$ cat src/rtl/and_unit_pkg.sv
// Shared defaults for the and_unit datapath primitive.
// Kept small so glue blocks can pick the same widths.
package and_unit_pkg;

  localparam int unsigned AND_WIDTH_DEF = 1;
  localparam int unsigned AND_CNT_W_DEF = 8;

endpackage

$ cat src/rtl/and_unit.sv
// Bitwise AND primitive with registered copies and a
// saturating all-ones event counter for debug visibility.
module and_unit
  import and_unit_pkg::*;
#(
  parameter int unsigned WIDTH = AND_WIDTH_DEF,
  parameter int unsigned CNT_W = AND_CNT_W_DEF
) (
  input  logic             clk,
  input  logic             rst,
  input  logic [WIDTH-1:0] a,
  input  logic [WIDTH-1:0] b,
  output logic [WIDTH-1:0] y,
  output logic [WIDTH-1:0] y_q,
  output logic             y_all_q,
  output logic             vld_q,
  output logic [CNT_W-1:0] ones_cnt
);

  localparam logic [CNT_W-1:0] CNT_MAX = {CNT_W{1'b1}};

  logic y_all;

  assign y     = a & b;
  assign y_all = &y;

  always_ff @(posedge clk) begin
    if (rst) begin
      y_q      <= '0;
      y_all_q  <= 1'b0;
      vld_q    <= 1'b0;
      ones_cnt <= '0;
    end else begin
      y_q     <= y;
      y_all_q <= y_all;
      vld_q   <= 1'b1;
      // hold at max rather than wrap
      if (y_all && (ones_cnt != CNT_MAX))
        ones_cnt <= ones_cnt + CNT_W'(1);
    end
  end

endmodule

$ cat config.mk
export PLATFORM = sky130hd
export DESIGN_NAME = and_unit
export DESIGN_NICKNAME = d
export VERILOG_FILES = /design/src/rtl/and_unit_pkg.sv /design/src/rtl/and_unit.sv
export SDC_FILE = /design/constraint.sdc
export NUM_CORES = 1
export LEC_CHECK = 0
export BUFFER_PORTS_ARGS = -buffer_cell sky130_fd_sc_hd__buf_2
export CORE_MARGIN = 5
export CORE_UTILIZATION = 30
export CTS_CLUSTER_DIAMETER = 200
export DETAILED_ROUTE_END_ITERATION = 6
export SLEW_MARGIN = 20
export SYNTH_ARGS = -nofsm -noshare
export SYNTH_HDL_FRONTEND = slang
export SYNTH_SLANG_ARGS = --single-unit
$ cat constraint.sdc
create_clock -name clk -period 1.36 [get_ports clk]
set_input_delay 0.272 -clock clk [delete_from_list [all_inputs] [get_ports clk]]
set_output_delay 0.272 -clock clk [all_outputs]
set_load 0.02 [all_outputs]
==> metrics.yaml <==
tightest_slew_ps: 256
grt-ovfl-total: 0
hpwl_um: 745
cts_buffers: 3
cts_tree: "built"
antenna_found_initial: 0
insertedDiodeCount: 0
syn_nets: 55
setup_slack_ps: 25.5
swShare: 0.230
core_area_mm2: 0.00135
grt_max_degree: 9
endpoint_kind: "register"
cp-start-kind: "register"
clk_latency_ps: 270
power_switching_mw: 0.143
grt_util_met3: 0.0550
finClkSkew_ps: 2.93
clkPwrFrac: 0.433
required_ps: 1520
final_util: 0.471
worstSetupStartpoint: "ones_cnt[1]"
p_int_mw: 0.479
placed_area_um2: 573
grt_pass1_vias: 424
grt-busiest-layer: "met2"
ios: 16
maxSlewHeadroom: 0.828
vias: 440
p_comb_frac: 0.078
final_antenna_net_count: 0
setup_violations: 0
drtIter0Drc: 7
timing.hold.ws_ps: 269
status: "finished, final reports clean"
portBuffers: 15
dieArea_mm2: 0.00235
ys_types: 24
crit_path_max_fanout: 4
numPlacedInstances: 81
finalCritPeriodShare: 0.981
met1_usage: 0.104
setup_tns_ps: 0
cts_hold_repair.buffers: 0
ys_seq_area_frac: 0.451
path_buf_inv: 0
min_path_type: "input pin to register"
seqPwrFrac: 0.489
vias_per_cell: 5.12
grt_setup_unrepaired: "yes"
r2r_slack_ps: 30
final_area_um2: 636
design_power_total_mw: 0.622
grt_pass1_wl_um: 1750
die_x_um: 48.5
drive_gt1_frac: 0.451
slowest_stage: "dfxtp_4"
synth-xor-area-share: 0.0394
timing.final.crit_period_ps: 1330
worstSetupPathType: "register to register"
synth.cell_area_um2: 444
die_h_um: 48.5
worstHoldStart: "rst"
synth_fa_ha_area_frac: 0.0282
grtUsageMet2: 0.143
dpl_worst_slack_ps: 7.25
maxSlewViolCount: 0
cp_data_arrival_time_ps: 1490
grt.total_usage: 0.0923
routabilityCongestion: 0.726
synth_seq_cells: 10
ir_drop_uv: 593
drc: 0
crit_family: "simple AND/OR/NAND/NOR gates"
yosys-mux-area-fraction: 0.0225
nNetsFinal: 77
cts.path.max_buffers: 2
synth_top_family_by_area: "simple AND/OR/NAND/NOR gates"
hold_viol: 0
firstDrtPassIters: 4
final_cells: 86
clk_pin_slew_worst_paths_ps: 70
start_util: 0.329
leakagePower_nw: 0.296
routedWlPerCell_um: 12.5
avgSynthCellArea_um2: 8.88
area_delta_synth_final_pct: 43.1
synth_compound_area_frac: 0.169
slowest_delay_ps: 370
drv_cap: 0
fill_cells: 137
h-tree-depth: 1
yosys_warnings: 0
placementRows: 13
drt-total-wl_um: 1080
yosys.area_share.simple: 0.231
power_density_mw_per_mm2: 979
r2r-start: "ones_cnt[1]"
syn-instance-count: 50
max_freq_mhz: 749
cts_sinks: 10
clockRootBuffer: "clkbuf_4"
path_cells: "ha_4, nand4_4, or3_4, o31ai_2, a21oi_1"
==> layout by cell type (no fill, tap or decap) <==
master and instances:
buf_2 15, inv_1 4, a21oi_1 3, o211ai_1 1
nand3_1 3, a31oi_1 2, and3_1 1, dfxtp_1 5
nor2_1 6, nand2_1 1, ha_4 1, nand2b_1 1
o21ai_1 1, dfxtp_4 2, clkbuf_4 3, buf_4 4
nand4_4 1, nand4_1 1, mux2i_1 1, o21ai_0 2
a311oi_1 2, and4_1 2, clkbuf_8 1, and2_1 1
dfxtp_2 3, xor2_1 2, o31ai_2 1, or3_4 1
==> sequential cells by signal (all words and copies together), names as in the netlist <==
name / flops
vld_q: 1
ones_cnt: 8
y_all_q: 1
==> layout make-up <==
class,instances,area (um^2),share of cell area
well taps,15,18.8,0.0295
flip-flops and latches,10,211,0.333
inverters,4,15.0,0.0236
clock buffers,4,36.3,0.0571
multi-input cells,34,249,0.392
repair buffers,19,105,0.165
==> per-layer routing <==
layer | vias to the layer above | part of all wire | wire [um]
met1 | 198 | 0.46 | 495
met4 | 0 | 0.0084 | 9
met2 | 17 | 0.45 | 484
met5 | - | 0 | 0
met3 | 2 | 0.080 | 86
li1 | 223 | - | -
==> final timing paths <==
kind	end	cells after the start
worst max-delay path	ones_cnt[6]	5
worst min-delay path	ones_cnt[2]	2
worst max register to register	ones_cnt[6]	5
worst min register to register	ones_cnt[1]	2
==> cell families (layout without fill, tap and decap cells) <==
logic type	after synthesis	count (layout)
flip-flops	10	10
XOR/XNOR	2	2
AND/OR/NAND/NOR	18	18
adder cells (fa/ha/maj)	1	1
AO/OA/AOI/OAI	12	12
multiplexers	1	1
buffers and inverters	6	27
==> synthesized netlist by cell type <==
| cell | n | share of area |
|---|---|---|
| nand4_2 | 1 | 0.028 |
| a311oi_1 | 2 | 0.039 |
| buf_4 | 1 | 0.017 |
| and2_1 | 1 | 0.014 |
| a21oi_1 | 3 | 0.034 |
| nor2_1 | 6 | 0.051 |
| clkbuf_1 | 1 | 0.0084 |
| nand3_1 | 3 | 0.034 |
| mux2i_1 | 1 | 0.023 |
| nand2b_1 | 1 | 0.014 |
| or3_1 | 1 | 0.014 |
| dfxtp_1 | 10 | 0.45 |
| o31ai_1 | 1 | 0.017 |
| nand2_1 | 1 | 0.0084 |
| o211ai_1 | 1 | 0.017 |
| and4_1 | 2 | 0.039 |
| inv_1 | 4 | 0.034 |
| o21ai_1 | 1 | 0.011 |
| a31oi_1 | 2 | 0.028 |
| ha_1 | 1 | 0.028 |
| and3_1 | 1 | 0.014 |
| xor2_1 | 2 | 0.039 |
| nand4_1 | 1 | 0.014 |
| o21ai_0 | 2 | 0.023 |
==> worst reg2reg max path, delay by kind of cell (launching register included) <==
kind | cells | cell delay [ps]
flops | 1 | 370
fa+ha+maj | 1 | 150
simple gates | 2 | 460
compound gates | 2 | 240
==> power groups by stage <==
| stage | Combinational [mW] | Sequential [mW] | Clock (mW) |
|---|---|---|---|
| global route | 0.0526 | 0.306 | 0.287 |
| finish | 0.0484 | 0.304 | 0.269 |
| floorplan | 0.0229 | 0.320 | 0 |
| global placement | 0.0482 | 0.311 | 0 |
| detailed placement | 0.0471 | 0.311 | 0 |
| CTS | 0.0477 | 0.305 | 0.278 |
==> what timing repair did <==
action                                  4_1_cts  5_1_grt
setup buffers                                 0        1
endpoints found under the setup margin        1        3
pin swaps                                     0        1
gates resized for setup                       1        2
No activity file was read; power rests on OpenSTA's default activity.
